==> src/rtl/debounce_pkg.sv <==
// rtl/debounce_pkg.sv - shared FSM encoding and tick edge-detector constants for the debouncer
package debounce_pkg;

  localparam logic [1:0] ST_STABLE_LOW  = 2'd0;
  localparam logic [1:0] ST_PEND_HIGH   = 2'd1;
  localparam logic [1:0] ST_STABLE_HIGH = 2'd2;
  localparam logic [1:0] ST_PEND_LOW    = 2'd3;

  // History flop resets high so a strobe already high at reset release is not an edge.
  localparam logic TICK_HIST_RESET = 1'b1;

  // Debounced level implied by an FSM state.
  function automatic logic level_of(input logic [1:0] st);
    return (st == ST_STABLE_HIGH) || (st == ST_PEND_LOW);
  endfunction

endpackage

==> src/rtl/debounce_rise_detect.sv <==
// rtl/debounce_rise_detect.sv - registered one-cycle pulse on a 0->1 transition of din
module rise_detect
  import debounce_pkg::*;
(
  input  logic clk,
  input  logic rst_n,
  input  logic din,
  output logic pulse
);

  logic din_q;

  // Remember the previous sample and emit one pulse per observed rising edge.
  always_ff @(posedge clk or negedge rst_n) begin
    if (!rst_n) begin
      din_q <= TICK_HIST_RESET;
      pulse <= 1'b0;
    end else begin
      din_q <= din;
      pulse <= din & ~din_q;
    end
  end

endmodule

==> src/rtl/debouncer.sv <==
// rtl/debouncer.sv - tick-sampled button debouncer with level and edge outputs
module debouncer
  import debounce_pkg::*;
#(
  parameter int STABLE_COUNT = 8
) (
  input  logic clk,
  input  logic rst_n,
  input  logic tick_in,
  input  logic btn_in,
  output logic btn_level,
  output logic btn_rise,
  output logic btn_fall
);

  localparam int CW = $clog2(STABLE_COUNT + 1);
  localparam logic [CW-1:0] LAST = CW'(STABLE_COUNT);
  localparam logic [CW-1:0] ONE  = CW'(1);

  logic          sync_meta;
  logic          btn_sync;
  logic          tick_pulse;
  logic [1:0]    state, state_n;
  logic [CW-1:0] cnt, cnt_n, cnt_inc;
  logic          rise_n, fall_n;

  // Two-flop synchroniser; btn_in is touched nowhere else.
  always_ff @(posedge clk or negedge rst_n) begin
    if (!rst_n) begin
      sync_meta <= 1'b0;
      btn_sync  <= 1'b0;
    end else begin
      sync_meta <= btn_in;
      btn_sync  <= sync_meta;
    end
  end

  rise_detect u_tick_edge (
    .clk   (clk),
    .rst_n (rst_n),
    .din   (tick_in),
    .pulse (tick_pulse)
  );

  // cnt never exceeds STABLE_COUNT-1, so the increment always fits in CW bits.
  assign cnt_inc = cnt + ONE;

  // Next-state logic: advance only on tick_pulse, a contrary sample aborts a pending change.
  always_comb begin
    state_n = state;
    cnt_n   = cnt;
    rise_n  = 1'b0;
    fall_n  = 1'b0;
    if (tick_pulse) begin
      case (state)
        ST_STABLE_LOW: begin
          if (btn_sync) begin
            if (LAST == ONE) begin
              state_n = ST_STABLE_HIGH;
              rise_n  = 1'b1;
            end else begin
              state_n = ST_PEND_HIGH;
              cnt_n   = ONE;
            end
          end
        end
        ST_PEND_HIGH: begin
          if (btn_sync) begin
            if (cnt_inc == LAST) begin
              state_n = ST_STABLE_HIGH;
              cnt_n   = '0;
              rise_n  = 1'b1;
            end else begin
              cnt_n = cnt_inc;
            end
          end else begin
            state_n = ST_STABLE_LOW;
            cnt_n   = '0;
          end
        end
        ST_STABLE_HIGH: begin
          if (!btn_sync) begin
            if (LAST == ONE) begin
              state_n = ST_STABLE_LOW;
              fall_n  = 1'b1;
            end else begin
              state_n = ST_PEND_LOW;
              cnt_n   = ONE;
            end
          end
        end
        ST_PEND_LOW: begin
          if (!btn_sync) begin
            if (cnt_inc == LAST) begin
              state_n = ST_STABLE_LOW;
              cnt_n   = '0;
              fall_n  = 1'b1;
            end else begin
              cnt_n = cnt_inc;
            end
          end else begin
            state_n = ST_STABLE_HIGH;
            cnt_n   = '0;
          end
        end
        default: begin
          state_n = ST_STABLE_LOW;
          cnt_n   = '0;
        end
      endcase
    end
  end

  // State, counter and registered outputs update together so btn_level tracks the state.
  always_ff @(posedge clk or negedge rst_n) begin
    if (!rst_n) begin
      state     <= ST_STABLE_LOW;
      cnt       <= '0;
      btn_level <= 1'b0;
      btn_rise  <= 1'b0;
      btn_fall  <= 1'b0;
    end else begin
      state     <= state_n;
      cnt       <= cnt_n;
      btn_level <= level_of(state_n);
      btn_rise  <= rise_n;
      btn_fall  <= fall_n;
    end
  end

endmodule

==> config.mk <==
export PLATFORM = sky130hd
export DESIGN_NAME = debouncer
export DESIGN_NICKNAME = d
export VERILOG_FILES = /design/src/rtl/debounce_pkg.sv /design/src/rtl/debounce_rise_detect.sv /design/src/rtl/debouncer.sv
export SDC_FILE = /design/constraint.sdc
export NUM_CORES = 1
export LEC_CHECK = 0
export BUFFER_PORTS_ARGS = -buffer_cell sky130_fd_sc_hd__buf_2
export CAP_MARGIN = 20
export CORE_AREA = 3 3 40 42
export DETAILED_ROUTE_END_ITERATION = 12
export DIE_AREA = 0 0 43 45
export PLACE_DENSITY = 0.67
export SLEW_MARGIN = 25
export SYNTH_ARGS = -nofsm -noshare
export SYNTH_HDL_FRONTEND = slang
export SYNTH_HIERARCHICAL = 1
export SYNTH_SLANG_ARGS = --single-unit
==> constraint.sdc <==
create_clock -name clk -period 1.8 [get_ports clk]
set_clock_uncertainty 0.15 [all_clocks]
set_input_delay 0.54 -clock clk [delete_from_list [all_inputs] [get_ports clk]]
set_output_delay 0.54 -clock clk [all_outputs]
set_load 0.02 [all_outputs]
---- Word level (Yosys, flattened, before mapping) ----
Index checks and enable logic that the tools add are counted.
operators by class
  add/sub/neg operators ................... 1
  multipliers ............................. 0
  div/mod/pow operators ................... 0
  magnitude comparators ................... 0
  equal/unequal tests ..................... 8
  shifts and indexed selects .............. 0
  muxes and demuxes ....................... 21
  bitwise operators ....................... 2
  reduce and logical (&&, ||, !) cells .... 3
operators by type and width
  cell                 count
  $mux 4               5
  $pmux 4 s4           1
  $mux 2               7
  $eq 2x2->1 const B   4
  $pmux 2 s4           1
  $mux 1               7
  $add 4x1->4 const B  1
  $eq 4x4->1 const B   1
  $ne 2x2->1 const B   2
  $reduce_and 3->1     1
  $eq 2x1->1 const B   1
  $logic_not 2->1      1
  $and 1x1->1          1
  $logic_or 1x1->1     1
  $not 1->1            1
word-level totals
  register bits ........................... 13
  latch bits .............................. 0
  memory bits (writable) .................. 0
  memory bits (read-only) ................. 0
  word-level logic and storage cells ...... 44
  memories kept ........................... 0

---- Longest topological paths before layout ----
  word-level depth ........................ 8
  mapped depth ............................ 5
  depth with buffers taken out ............ 5

---- By module ----
Netlist, hierarchy kept.
by module, submodules not included
  module       times used  cells each  area each (um2)  sequential area each (um2)
  debouncer    1           53          550.5            275.3
  rise_detect  1           3           65.1             51.3

---- Least setup slack after synthesis ----
No wires, ideal clock.
  path type ............................... register -> register
  start ................................... register cnt[0]
  end ..................................... register btn_level
  library setup time ...................... 128 ps
  arrival ................................. 1401 ps
  slack ................................... 122 ps
  cell stages (with the launch flop) ...... 6
  clock period less this slack ............ 1678 ps
  cells stage by stage .................... dfrtp_1 ha_1 nor2_1 nand2_1 a21oi_2 mux2_1
on the way
  cells in the longest elaborated chain, start to end .. 8
  elaborated cells between the ends (all ways) .. 11
RTL lines
  what                              RTL line                          RTL
  start, declared                   debouncer.sv:24                   logic [CW-1:0] cnt, cnt_n, cnt_inc;
  start signal, assigned            debouncer.sv:124                  cnt <= cnt_n;
  $add 4x1->4 *                     debouncer.sv:46                   assign cnt_inc = cnt + ONE;
  $eq 4x4->1 *                      debouncer.sv:69, debouncer.sv:94
  $mux 2, on equally long branches  debouncer.sv:94, debouncer.sv:69
  $mux 2, on equally long branches  debouncer.sv:93, debouncer.sv:68
  $pmux 2 s4 *                      debouncer.sv:55                   case (state)
  $mux 2 *                          debouncer.sv:54                   if (tick_pulse) begin
  $eq 2x2->1                        debounce_pkg.sv:14                return (st == ST_STABLE_HIGH) || (st == ST_PEND_LOW);
  $logic_or 1x1->1 *                debounce_pkg.sv:14
  end signal, assigned              debouncer.sv:125                  btn_level <= level_of(state_n);
  end, declared                     debouncer.sv:11                   output logic btn_level,
Every way passes the cells marked *; elsewhere a longest branch is shown, timed or not.
A chain may end at the register's enable or synchronous reset.

---- Final worst setup path ----
  start ................................... register cnt[1]
  end ..................................... register btn_level
Same word-level chain as after synthesis.

==> summary.txt <==
Global route
  – Remaining global-route overflow: 0
  – Initial antenna violation count: 0
  – Global-route wire length before repair: 1.77 mm
  – Vias in the first global route: 409
  – Largest net degree at the start of global routing: 14
  – Total GRT Usage: 13.1%

Detailed routing
  – Final wirelength: 1.03 mm
  – Avg WL per Cell: 12.7 um
  – Residual DRC: 0
  – Vias/cell: 5.37
  – DR pass1 iterations: 4
  – Post-route ant nets: 0
  – Initial DRC count: 6
  – DR vias: 435

Critical path
  – Setup Crit Path Kind: flip-flop to flip-flop
  – Critical path's largest stage delay: 0.42 ns
  – Slowest CP cell: dfrtp_1
  – Worst r2r src: cnt[1]$_DFFE_PN0P_
  – Family with the most delay on the worst path: compound AO/OA/AOI/OAI gates
  – CP Launch Type: flip-flop
  – Sequence of cells on the critical path: buf_4 -> a21boi_2 -> o211ai_2 -> a21oi_2 -> mux2_1
  – R2R cell count: 5
  – Buf+Inv Stages, Crit Path: 1
  – Nature of the critical path endpoint: flip-flop
  – Required time of the critical path: 1.81 ns
  – R2R setup slack: 0.11 ns
  – Reg-to-reg endpoint: btn_level$_DFF_PN0_
  – CP Max Fanout: 4
  – Data arrival, critical path: 1.70 ns

Power
  – P_leak: 0.331 nW
  – Power Density: 977 nW/um2
  – Sw Ratio: 30.3%
  – Combinational Power Share: 21.0%
  – Psw: 210 uW
  – Overall Power: 694 uW
  – Clock power share: 26.1%
  – VDD IR max: 0.525 mV
  – Sequential power share: 52.9%
  – P_int: 484 uW

Yosys
  – Syn_nets: 62
  – Top area cells in the synthesized netlist: dfrtp_1 (49%), nand2_1 (5.5%), dfstp_2 (4.3%)
  – Syn Std Cell Area: 616 um2
  – Syn Area/Cell: 11.0 um2
  – Yosys reg bits: 13
  – Post-Syn Instances: 56
  – Yosys top cell area share: 48.8%
  – Seq/Total Area, Yosys: 53.0%
  – Netlist cell types: 25
  – Ys Warns: 6
  – Leading area contributor after synthesis: dfrtp_1

Timing
  – Final setup TNS: 0 ns
  – Worst slew pin tran: 0.412 ns
  – RSZ-0062 raised after global routing: no
  – Post-route clock period utilization: 93.9%
  – Max-slew violations: 0
  – Hold WS: 0.201 ns
  – Slew headroom: 72.3%
  – Minimum clock period: 1.69 ns
  – Final hold violation count: 0
  – Final setup fails: 0
  – Maximum clock frequency: 0.592 GHz

Floorplan
  – Height of the chip: 45 um
  – Full die area: 1940 um2
  – Die width: 43 um
  – Initial core utilization: 47.9%
  – # IOs: 7
  – Core area: 1280 um2
  – Site row count: 13

Hold path
  – Hold path cells: 0
  – HP Start: sync_meta$_DFF_PN0_
  – Hold Crit Class: flip-flop to flip-flop
  – Hold EP: btn_sync$_DFF_PN0_

Finish
  – N_diodes: 0
  – Final Util: 55.3%
  – Fraction of layout cells with a size suffix above 1: 31.8%
  – Most common cell after layout, fill and taps aside: dfrtp_1
  – Layout filler cell count: 120
  – NumNets Final: 73
  – Most frequent cells in the layout: dfrtp_1 (12), nand2_1 (9), buf_2 (6)
  – Syn-to-layout area delta: 15.4%
  – Fin area: 711 um2

CTS
  – Clock transition at path regs: 0.08 ns
  – Max clock buf depth: 2
  – CTS tree: yes
  – Num CTS Buffers: 3
  – Clk Latency, worst-skew pair: 0.28 ns
  – Post-CTS setup repair buffer count: 0
  – CTS root buf: clkbuf_4
  – H-Tree Depth: 1
  – Clock sinks: 13

Place
  – Port-buffer cells: 6
  – Placed inst area: 668 um2
  – Routability cong.: 0.748
  – Hpwl dp: 756 um

Run status
  – Status: complete, no violations

Flow run
  – Max-cap violations: 0
## worst register-to-register path, delay by kind of cell, from the launching register on
kind / cells / cell delay (ns)
buffers and inverters: 1 / 0.16
flip-flops: 1 / 0.42
multiplexers: 1 / 0.36
AO/OA/AOI/OAI: 3 / 0.47
## sequential cells by signal, summed over array words and instances (netlist names)
| register | flops |
|---|---|
| u_tick_edge/pulse | 1 |
| btn_level | 1 |
| btn_rise | 1 |
| u_tick_edge/din_q | 1 |
| state | 2 |
| cnt | 4 |
| sync_meta | 1 |
| btn_fall | 1 |
| btn_sync | 1 |
## synth_stat cells
library cell / count
a311oi_1: 1
inv_1: 1
nand3_1: 2
nand4_1: 1
nand2_1: 9
nand3b_1: 1
o21ai_0: 4
and3b_2: 2
dfstp_2: 1
clkbuf_1: 3
xnor2_1: 1
a21boi_1: 1
xor2_1: 1
nor2_1: 1
a22o_2: 1
mux2_1: 2
and3b_1: 1
nor2b_4: 1
dfrtp_1: 12
o22ai_1: 1
mux2_2: 1
a21oi_1: 4
a21oi_2: 1
ha_1: 2
o211ai_2: 1
## cell families after synthesis
family,synth area share [%]
flops,53.0
xor+xnor,2.85
fa+ha+maj,4.06
simple gates,16.9
mux,5.49
buf+inv,2.44
compound gates,15.2
## power by group through the flow
stage	Clock, mW	Sequential (mW)	Combinational (mW)
6_report	0.181	0.367	0.146
5_1_grt	0.205	0.375	0.166
4_1_cts	0.192	0.367	0.144
3_5_place_dp	0	0.373	0.142
3_3_place_gp	0	0.371	0.141
2_1_floorplan	0	0.352	0.116
## routing by layer
metal	global-route usage, %	vias to the layer above	wire length [um]
li1	-	218	-
met2	19.5	8	484
met1	16.0	205	482
met3	4.78	4	36
met5	0	-	0
met4	9.04	0	24
## worst max path at each step
stage / start / cells after the start / slack [ns] / end
final: cnt[1]$_DFFE_PN0P_ / 5 / 0.11 / btn_level$_DFF_PN0_
after global routing: cnt[1]$_DFFE_PN0P_ / 5 / 0.02 / btn_level$_DFF_PN0_
after CTS: cnt[1]$_DFFE_PN0P_ / 5 / 0.05 / btn_level$_DFF_PN0_
after detailed placement: cnt[1]$_DFFE_PN0P_ / 5 / 0.07 / btn_level$_DFF_PN0_
after global placement: cnt[1]$_DFFE_PN0P_ / 5 / 0.13 / btn_level$_DFF_PN0_
after floorplan: cnt[0]$_DFFE_PN0P_ / 5 / 0.12 / btn_level$_DFF_PN0_
## stage by stage
stage | worst slack, ns | cells
2_1_floorplan | 0.122 | 56
3_3_place_gp | 0.128 | 76
3_5_place_dp | 0.0713 | 76
4_1_cts | 0.0534 | 81
5_1_grt | 0.0164 | 81
6_report | 0.110 | 81
## repair_timing
item | in CTS | in global routing
endpoints found under the hold margin | 12 | 0
hold buffers | 1 | 0
resized for setup | 0 | 2
setup endpoints to repair | 0 | 2
## final cells by class
class	instances	area [um2]	share of cell area (%)
sequential	13	327	46.0
multi-input combinational	39	280	39.4
timing repair buffer	9	55.1	7.75
clock buffer	4	26.3	3.70
tap	15	18.8	2.64
inverter	1	3.75	0.528
Note: power is estimated with default switching activity, not from simulation.
